`src/rtl/dac_spi_pkg.sv`:
```
`default_nettype none
// ============================================================================
//  Module      : dac_spi_pkg
//  Description : Shared types and constants for the serial DAC driver:
//                frame-sequencer state encoding, default frame geometry and
//                the default control nibble sent ahead of each sample.
//  Revision    : 1.0  initial release
// ============================================================================
package dac_spi_pkg;

   // Frame sequencer states
   typedef enum logic [2:0] {
      ST_IDLE  = 3'd0,
      ST_SETUP = 3'd1,
      ST_SHIFT = 3'd2,
      ST_HOLD  = 3'd3,
      ST_GAP   = 3'd4
   } state_t;

   // Default frame geometry: 4 control bits followed by a 12-bit sample
   localparam int         c_CTRL_W_DEFAULT = 4;
   localparam int         c_DATA_W_DEFAULT = 12;
   localparam int         c_FRAME_W        = c_CTRL_W_DEFAULT + c_DATA_W_DEFAULT;

   // Control nibble sent ahead of the data word
   localparam logic [3:0] c_CTRL_DEFAULT   = 4'b0000;

   // States in which chip select is low and the phase timebase must run
   function automatic logic is_active(input state_t s);
      return (s == ST_SETUP) || (s == ST_SHIFT) || (s == ST_HOLD);
   endfunction

endpackage
`default_nettype wire

```
`src/rtl/dac_spi_tx_sclk_phase_gen.sv`:
```
`default_nettype none
// ============================================================================
//  Module      : sclk_phase_gen
//  Description : Phase timebase for the serial DAC driver. While enabled it
//                emits a one-cycle phase_tick every DIV clocks; restart
//                clears the count synchronously so the first tick after a
//                restart lands exactly DIV cycles later.
//  Revision    : 1.0  initial release
// ============================================================================
module sclk_phase_gen
   import dac_spi_pkg::*;
#(
   parameter int DIV = 1
) (
   input  logic clk,
   input  logic reset,
   input  logic en,
   input  logic restart,
   output logic phase_tick
);

   localparam int                 c_CNT_W = $clog2(DIV) + 1;
   localparam logic [c_CNT_W-1:0] c_LAST  = c_CNT_W'(DIV - 1);

   logic [c_CNT_W-1:0] r_cnt;

   // Cycle counter within the current DIV-long phase; never wraps past DIV-1
   always_ff @(posedge clk or negedge reset) begin
      if (!reset) begin
         r_cnt <= '0;
      end else if (restart) begin
         r_cnt <= '0;
      end else if (en) begin
         if (r_cnt == c_LAST) begin
            r_cnt <= '0;
         end else begin
            r_cnt <= r_cnt + c_CNT_W'(1);
         end
      end
   end

   // Tick on the last cycle of each phase so the consumer advances on the
   // edge that ends the phase
   assign phase_tick = en && (r_cnt == c_LAST);

endmodule
`default_nettype wire

```
`src/rtl/dac_spi_tx.sv`:
```
`default_nettype none
// ============================================================================
//  Module      : dac_spi_tx
//  Description : Serial DAC driver. Captures one DDS sample per frame and
//                shifts {CTRL, sample} MSB first to an SPI DAC (CPOL=0, data
//                sampled by the DAC on rising SCLK). With din_valid tied high
//                the per-clock sample stream is decimated to the frame rate.
//  Revision    : 1.0  initial release
// ============================================================================
module dac_spi_tx
   import dac_spi_pkg::*;
#(
   parameter int                DATA_W  = c_DATA_W_DEFAULT,
   parameter int                CTRL_W  = c_CTRL_W_DEFAULT,
   parameter logic [CTRL_W-1:0] CTRL    = CTRL_W'(c_CTRL_DEFAULT),
   parameter int                DIV     = 1,
   parameter int                GAP_CYC = 2
) (
   input  logic              clk,
   input  logic              reset,
   input  logic [DATA_W-1:0] din,
   input  logic              din_valid,
   output logic              din_ready,
   output logic              dac_cs_n,
   output logic              dac_sclk,
   output logic              dac_din,
   output logic              busy,
   output logic              frame_done
);

   localparam int                 c_FRAME_BITS = CTRL_W + DATA_W;
   localparam int                 c_BIT_W      = 5;
   localparam logic [c_BIT_W-1:0] c_LAST_BIT   = c_BIT_W'(c_FRAME_BITS - 1);
   localparam int                 c_GAP_W      = $clog2(GAP_CYC) + 1;
   localparam logic [c_GAP_W-1:0] c_GAP_LAST   = c_GAP_W'(GAP_CYC - 1);

   state_t                  r_state;
   logic                    r_rst_done;
   // Holds the bits still to be sent; the bit on the wire lives in dac_din
   logic [c_FRAME_BITS-2:0] r_shift;
   logic [c_BIT_W-1:0]      r_bit_cnt;
   logic [c_GAP_W-1:0]      r_gap_cnt;

   logic                    w_active;
   logic                    w_restart;
   logic                    w_tick;
   logic                    w_accept;
   logic [c_FRAME_BITS-1:0] w_frame;

   assign w_frame   = {CTRL, din};
   assign w_active  = is_active(r_state);
   // Holding the timebase in restart outside SETUP..HOLD means it always
   // starts from zero on SETUP entry; every later phase is DIV long, so the
   // free-running count stays aligned to each phase boundary
   assign w_restart = !w_active;
   assign w_accept  = din_valid && din_ready;

   assign din_ready = r_rst_done && (r_state == ST_IDLE);
   assign busy      = r_rst_done && (r_state != ST_IDLE);

   sclk_phase_gen #(
      .DIV (DIV)
   ) u_phase_gen (
      .clk        (clk),
      .reset      (reset),
      .en         (w_active),
      .restart    (w_restart),
      .phase_tick (w_tick)
   );

   // Marks the first clock edge after reset release; holds off din_ready
   always_ff @(posedge clk or negedge reset) begin
      if (!reset) begin
         r_rst_done <= 1'b0;
      end else begin
         r_rst_done <= 1'b1;
      end
   end

   // Frame sequencer: state, shift register, bit/gap counters and all
   // registered SPI outputs
   always_ff @(posedge clk or negedge reset) begin
      if (!reset) begin
         r_state    <= ST_IDLE;
         r_shift    <= '0;
         r_bit_cnt  <= '0;
         r_gap_cnt  <= '0;
         dac_cs_n   <= 1'b1;
         dac_sclk   <= 1'b0;
         dac_din    <= 1'b0;
         frame_done <= 1'b0;
      end else begin
         frame_done <= 1'b0;
         case (r_state)
            ST_IDLE: begin
               if (w_accept) begin
                  r_state  <= ST_SETUP;
                  r_shift  <= w_frame[c_FRAME_BITS-2:0];
                  dac_din  <= w_frame[c_FRAME_BITS-1];
                  dac_cs_n <= 1'b0;
                  dac_sclk <= 1'b0;
               end
            end

            ST_SETUP: begin
               if (w_tick) begin
                  r_state   <= ST_SHIFT;
                  r_bit_cnt <= '0;
               end
            end

            ST_SHIFT: begin
               if (w_tick) begin
                  if (!dac_sclk) begin
                     dac_sclk <= 1'b1;
                  end else begin
                     // Falling SCLK: the DAC has taken the bit, present the
                     // next one while SCLK is low
                     dac_sclk <= 1'b0;
                     if (r_bit_cnt == c_LAST_BIT) begin
                        r_state <= ST_HOLD;
                     end else begin
                        r_bit_cnt <= r_bit_cnt + c_BIT_W'(1);
                        dac_din   <= r_shift[c_FRAME_BITS-2];
                        r_shift   <= {r_shift[c_FRAME_BITS-3:0], 1'b0};
                     end
                  end
               end
            end

            ST_HOLD: begin
               if (w_tick) begin
                  r_state    <= ST_GAP;
                  r_gap_cnt  <= '0;
                  dac_cs_n   <= 1'b1;
                  frame_done <= 1'b1;
               end
            end

            ST_GAP: begin
               if (r_gap_cnt == c_GAP_LAST) begin
                  r_state <= ST_IDLE;
               end else begin
                  r_gap_cnt <= r_gap_cnt + c_GAP_W'(1);
               end
            end

            default: begin
               r_state  <= ST_IDLE;
               dac_cs_n <= 1'b1;
               dac_sclk <= 1'b0;
            end
         endcase
      end
   end

endmodule
`default_nettype wire

```
`config.mk`:
```
export PLATFORM = sky130hd
export DESIGN_NAME = dac_spi_tx
export DESIGN_NICKNAME = d
export VERILOG_FILES = /design/src/rtl/dac_spi_pkg.sv /design/src/rtl/dac_spi_tx_sclk_phase_gen.sv /design/src/rtl/dac_spi_tx.sv
export SDC_FILE = /design/constraint.sdc
export NUM_CORES = 1
export LEC_CHECK = 0
export CAP_MARGIN = 20
export CORE_MARGIN = 10
export CORE_UTILIZATION = 54
export CTS_CLUSTER_SIZE = 12
export DETAILED_ROUTE_END_ITERATION = 8
export GPL_TIMING_DRIVEN = 0
export MAX_ROUTING_LAYER = met4
export PLACE_DENSITY = 0.76
export SLEW_MARGIN = 20
export SYNTH_ARGS = -nofsm -noshare
export SYNTH_HDL_FRONTEND = slang
export SYNTH_HIERARCHICAL = 1
export SYNTH_SLANG_ARGS = --single-unit
```
`constraint.sdc`:
```
create_clock -name clk -period 2.9 [get_ports clk]
set_input_delay 0.725 -clock clk [delete_from_list [all_inputs] [get_ports clk]]
set_output_delay 0.725 -clock clk [all_outputs]
set_load 0.05 [all_outputs]
```
### Yosys cells after proc, flatten, opt, wreduce, memory -nomap -nowiden

Cells that the tools add are included.

| storage, ports and cells | value |
|---|---|
| register bits | 31 |

| operators by class | value |
|---|---|
| $add $sub $neg | 3 |
| eq/ne operators | 15 |
| mux-type cells | 35 |
| bitwise operators | 3 |
| reductions and logical operators | 19 |

Operator list:

| cell | number |
|---|---|
| 15-bit 2-to-1 mux | 4 |
| 15-bit case mux with 2 select lines | 1 |
| 3-bit 2-to-1 mux | 7 |
| 5-bit 2-to-1 mux | 4 |
| 3-bit case mux with 5 select lines | 1 |
| 1-bit 2-to-1 mux | 11 |
| 2-bit != test, second input constant | 5 |
| 5-bit case mux with 2 select lines | 1 |
| 5-bit AND reduction | 2 |
| 3-bit AND reduction | 3 |
| 2-bit by 1-bit != test with 1-bit output, second input constant | 4 |
| 7-bit AND reduction | 1 |
| 3-bit by 2-bit == test with 1-bit output, second input constant | 2 |
| 1-bit case mux with 3 select lines | 2 |
| 2-bit nonzero test | 3 |
| 3-bit OR reduction | 2 |
| 5-bit by 1-bit adder with 5-bit output, second input constant | 1 |
| 5-bit by 4-bit == test with 1-bit output, second input constant | 1 |
| 1-bit logical AND | 4 |
| 2-bit 2-to-1 mux | 2 |
| 2-bit case mux with 2 select lines | 1 |
| 3-bit by 1-bit == test with 1-bit output, second input constant | 1 |
| 3-bit == test, second input constant | 1 |
| 3-bit zero test | 1 |
| 7 further kinds | 10 |

### Longest topological paths before layout

| logic depth | value |
|---|---|
| depth after elaboration | 6 |
| mapped depth | 9 |
| mapped depth without buffers | 6 |

### By module

Netlist, hierarchy kept.

Modules (own cells, without submodules):

| module | instances | cells an instance | area an instance (µm²) |
|---|---|---|---|
| dac_spi_tx | 1 | 145 | 1,587.8 |
| sclk_phase_gen | 1 | 1 | 7.5 |

### Least setup slack after synthesis

Ideal clock, no wire load.

| timing | value |
|---|---|
| kind | register to output |
| start point | reg r_state[0] |
| end point | out busy |
| arrival | 1.971 ns |
| data required time | 2.175 ns |
| slack | 0.204 ns |
| cell stages (with the launch flop) | 4 |
| buffers on the path | 1 |
| cells stage by stage | dfrtp_1 -> clkbuf_1 -> nor2_1 -> a21boi_0 |

| between the ends | value |
|---|---|
| longest elaborated chain between the ends | 2 |

RTL lines:

| what | RTL line | source |
|---|---|---|
| from (decl) | dac_spi_tx.sv:37 | `state_t r_state;` |
| from (signal assigned) | dac_spi_tx.sv:84 | `r_state <= ST_IDLE;` |
| from (signal assigned) | dac_spi_tx.sv:97 | `r_state <= ST_SETUP;` |
| from (signal assigned) | dac_spi_tx.sv:107 | `r_state <= ST_SHIFT;` |
| 3-bit nonzero test | dac_spi_tx.sv:59 | `assign busy = r_rst_done && (r_state != ST_IDLE);` |
| 1-bit logical AND | dac_spi_tx.sv:59 |  |
| to (decl) | dac_spi_tx.sv:27 | `output logic busy,` |

No other way between the ends.

### Worst setup path in the final report

| timing | value |
|---|---|
| start point | reg r_state[1] |
| end point | reg r_shift[2] |

| between the ends | value |
|---|---|
| longest elaborated chain between the ends | 6 |

RTL lines:

| what | RTL line | source |
|---|---|---|
| 3-bit by 1-bit == test with 1-bit output or 3-bit by 2-bit == test with 1-bit output (tied branches) | dac_spi_pkg.sv:30 | `return (s == ST_SETUP) \|\| (s == ST_SHIFT) \|\| (s == ST_HOLD);` |
| 1-bit logical OR | dac_spi_pkg.sv:30 |  |
| 1-bit logical OR * | dac_spi_pkg.sv:30 |  |
| named net w_active | dac_spi_tx.sv:44 | `logic w_active;` |
| 1-bit logical AND * | dac_spi_tx_sclk_phase_gen.sv:44 | `assign phase_tick = en && (r_cnt == c_LAST);` |
| named net w_tick | dac_spi_tx.sv:46 | `logic w_tick;` |
| 2-bit by 1-bit != test with 1-bit output (no source line) * | -- |  |
| 5-bit AND reduction (no source line) * | -- |  |
| to (signal assigned) | dac_spi_tx.sv:98 | `r_shift <= w_frame[c_FRAME_BITS-2:0];` |
| to (signal assigned) | dac_spi_tx.sv:125 | `r_shift <= {r_shift[c_FRAME_BITS-3:0], 1'b0};` |
| to (decl) | dac_spi_tx.sv:40 | `logic [c_FRAME_BITS-2:0] r_shift;` |

Mark *: on every way through the listed nets, which the timed path passes. The rest lies on a longest branch.
A chain may end at the register's enable or synchronous reset.

==> summary.txt <==
Synth
  • Cell area after technology mapping: 1590 um^2
  • Total nets after synthesis: 163
  • Count of mapped cells out of synthesis: 145
  • Avg Inst Size Synth: 11.0 um^2
  • Warning count from the yosys run: 6

GRT
  • Most congested layer reported by global routing: met2
  • Met3 global-route usage: 4.79%
  • Via count of the first global-routing pass: 1,195
  • First-pass GRT wire length: 5420 um
  • Global routing usage on met1: 16.1%
  • Total gr overflow: 0
  • Overall fraction of global-route tracks in use: 12.9%
  • Largest net degree at the start of global routing: 31
  • Number of antenna violations at the first check in global routing: 0
  • Global routing usage on met2: 18.5%

Worst setup path
  • Depth of the worst register-to-register path: 9
  • R2r startpoint: r_state[1]
  • Crit path arrival time: 2.94 ns
  • Category of the most critical setup path: flop to flop
  • Sort of element at the start of the critical path: flop
  • Worst reg2reg endpoint: r_shift[2]
  • Critical path data required time: 3.10 ns
  • CP Max Fanout: 10
  • Minimum setup slack among reg-to-reg paths: 0.16 ns
  • Sort of element at the end of the critical path: flop

STA
  • Total setup violations reported at the end of the flow: 0
  • Largest clock skew in the final design: 0.0121 ns
  • F_max: 0.366 GHz
  • Unrepaired setup endpoints after global routing: false
  • Final Max Slew Viols: 0
  • Least-Margin Pin Slew: 0.661 ns
  • Post-route worst setup slack: 0.165 ns
  • Total negative slack: 0 ns
  • Final min period: 2.74 ns
  • Period Utilization, post-route: 94.3%
  • Max-slew headroom: 55.9%
  • Final Hold Viols: 0

Floorplan
  • Standard-cell rows: 19
  • Placeable core region: 2780 um^2
  • Effective utilization at floorplan: 57.2%
  • Boundary pin count: 21
  • Die X-Extent: 74.3 um
  • Die Y-Extent: 74.3 um
  • DIE AREA: 5520 um^2

Cells and area
  • Diode count: 0
  • Layout Area Growth over Synthesis: 17.9%
  • Fraction of layout cells with a size suffix above 1: 14.5%
  • Count of placed standard cells in the final layout, fillers left out: 204
  • Final #Nets: 190
  • End-of-flow core utilization: 67.5%

Routing
  • Detailed-route vias per instance: 6.06
  • Detailed-route via count: 1,237
  • Count of unresolved DRC violations after routing: 0
  • Total Wirelength: 3210 um
  • Initial drt markers: 77
  • Pre-Repair DR Iteration Count: 4
  • Post-detailed-route count of antenna-violating nets: 0
  • Wire per inst: 15.7 um

Placement
  • DP Worst Slack: 0.160 ns
  • Dpl hpwl: 2350 um
  • Gp weighted congestion: 0.847
  • Number of port buffers: 20
  • Cell Count Post-Placement: 196

CTS
  • Level count of the clock H-tree: 2
  • Post-CTS setup buffer count: 0
  • Clk Tree Root Cell: sky130_fd_sc_hd__clkbuf_4
  • Worst-skew pair later-pin latency: 0.33 ns
  • Buffer depth of the longest clock path: 2
  • Clock tree from TritonCTS: built
  • Number of buffers inserted during clock tree synthesis: 5
  • # clock sinks: 30
  • Clock transition time at the flip-flop clock pins of the worst setup and hold paths: 0.10 ns

Power and ir drop
  • Share of total power consumed by net switching: 42.5%
  • Share of power burned in the clock network: 12.9%
  • Pint: 1.17 mW
  • Post-layout power: 2.02 mW
  • Power density over the cells: 1080 nW/um^2
  • Leakage: 0.790 nW
  • Switching power of the nets: 0.860 mW
  • Sequential group share of total power: 35.3%
  • Maximum resistive drop on vdd: 0.000889 V
  • Combinational cell fraction of total power: 51.8%

Outcome
  • Result of the run: finished, final reports clean

Run
  • Max capacitance violation total: 0

Min path
  • Kind of path behind the tightest hold check: input port to asynchronous set/reset pin
-- power groups by stage --
| stage | logic, mW | registers, mW | clock network [mW] |
|---|---|---|---|
| after CTS | 1.05 | 0.715 | 0.268 |
| after detailed placement | 1.05 | 0.723 | 0 |
| after floorplan | 0.742 | 0.767 | 0 |
| final | 1.05 | 0.715 | 0.261 |
| after global routing | 1.16 | 0.740 | 0.281 |
| after global placement | 1.02 | 0.715 | 0 |
-- layout by cell type, fill, tap and decap left out, types with 2 or more instances in the layout --
cell	n
sky130_fd_sc_hd__o2bb2ai_1	3
sky130_fd_sc_hd__inv_1	12
sky130_fd_sc_hd__o21ai_1	2
sky130_fd_sc_hd__a21oi_1	5
sky130_fd_sc_hd__dfrtp_1	29
sky130_fd_sc_hd__buf_2	2
sky130_fd_sc_hd__ha_1	3
sky130_fd_sc_hd__clkdlybuf4s50_1	17
sky130_fd_sc_hd__buf_4	2
sky130_fd_sc_hd__clkbuf_4	5
sky130_fd_sc_hd__clkbuf_1	4
sky130_fd_sc_hd__a21o_1	2
sky130_fd_sc_hd__nor2b_1	3
sky130_fd_sc_hd__nand2b_1	6
sky130_fd_sc_hd__nand3_1	6
sky130_fd_sc_hd__o221ai_1	4
sky130_fd_sc_hd__or4_1	2
sky130_fd_sc_hd__mux2_2	8
sky130_fd_sc_hd__nor2_1	6
sky130_fd_sc_hd__and3_1	2
sky130_fd_sc_hd__o21ai_0	2
sky130_fd_sc_hd__nand2_1	3
sky130_fd_sc_hd__nand4_1	4
sky130_fd_sc_hd__o32ai_1	2
sky130_fd_sc_hd__clkbuf_2	3
sky130_fd_sc_hd__mux2_1	14
-- critical path, stage by stage (launching register included) --
cell                       delay (ns)
sky130_fd_sc_hd__dfrtp_1         0.48
sky130_fd_sc_hd__clkbuf_1        0.36
sky130_fd_sc_hd__clkbuf_2        0.29
sky130_fd_sc_hd__nor2_1          0.06
sky130_fd_sc_hd__nor2_1          0.10
sky130_fd_sc_hd__buf_4           0.16
sky130_fd_sc_hd__nand2_1         0.15
sky130_fd_sc_hd__a221oi_2        0.40
sky130_fd_sc_hd__buf_4           0.26
sky130_fd_sc_hd__mux2_1          0.35
-- cell type report --
type | instances | area [um^2]
clock inverters | 1 | 5.00
clock buffers | 7 | 55.1
well taps | 31 | 38.8
inverters | 12 | 45.0
flip-flops and latches | 30 | 752
fillers | 226 | 905
multi-input cells | 96 | 759
plain buffers | 7 | 36.3
repair buffers | 20 | 185
-- metal layers --
layer  share of wire (%)  vias to the layer above
met2                  46                       38
met5                   0                        -
li1                    -                      592
met1                  46                      602
met3                 6.6                        5
met4                 1.4                        0
-- repair_timing --
| action | 4_1_cts | 5_1_grt |
|---|---|---|
| hold buffers | 0 | 0 |
| gates resized for setup | 2 | 7 |
| endpoints found under the setup margin | 2 | 11 |
-- per-stage QoR --
stage / area [um^2] / hold slack [ns]
floorplan: 1590 / 0.429
global placement: 1830 / 0.464
detailed placement: 1830 / 0.476
CTS: 1880 / 0.423
global route: 1880 / 0.439
finish: 1880 / 0.410
-- worst max-delay path by stage --
stage | end | startpoint | cells past startpoint
floorplan | busy | r_state[0] | 3
global placement | din_ready | r_state[0] | 4
detailed placement | din_ready | r_state[0] | 4
CTS | din_ready | r_state[0] | 4
finish | r_shift[2] | r_state[1] | 9
global route | r_shift[2] | r_state[1] | 9
-- flip-flops by register name, indices dropped and copies added, names as in the netlist --
signal	cells
r_state	3
dac_din	1
dac_cs_n	1
r_bit_cnt	5
dac_sclk	1
frame_done	1
r_rst_done	1
r_shift	15
r_gap_cnt	2
Power figures use the tool's default switching activity.
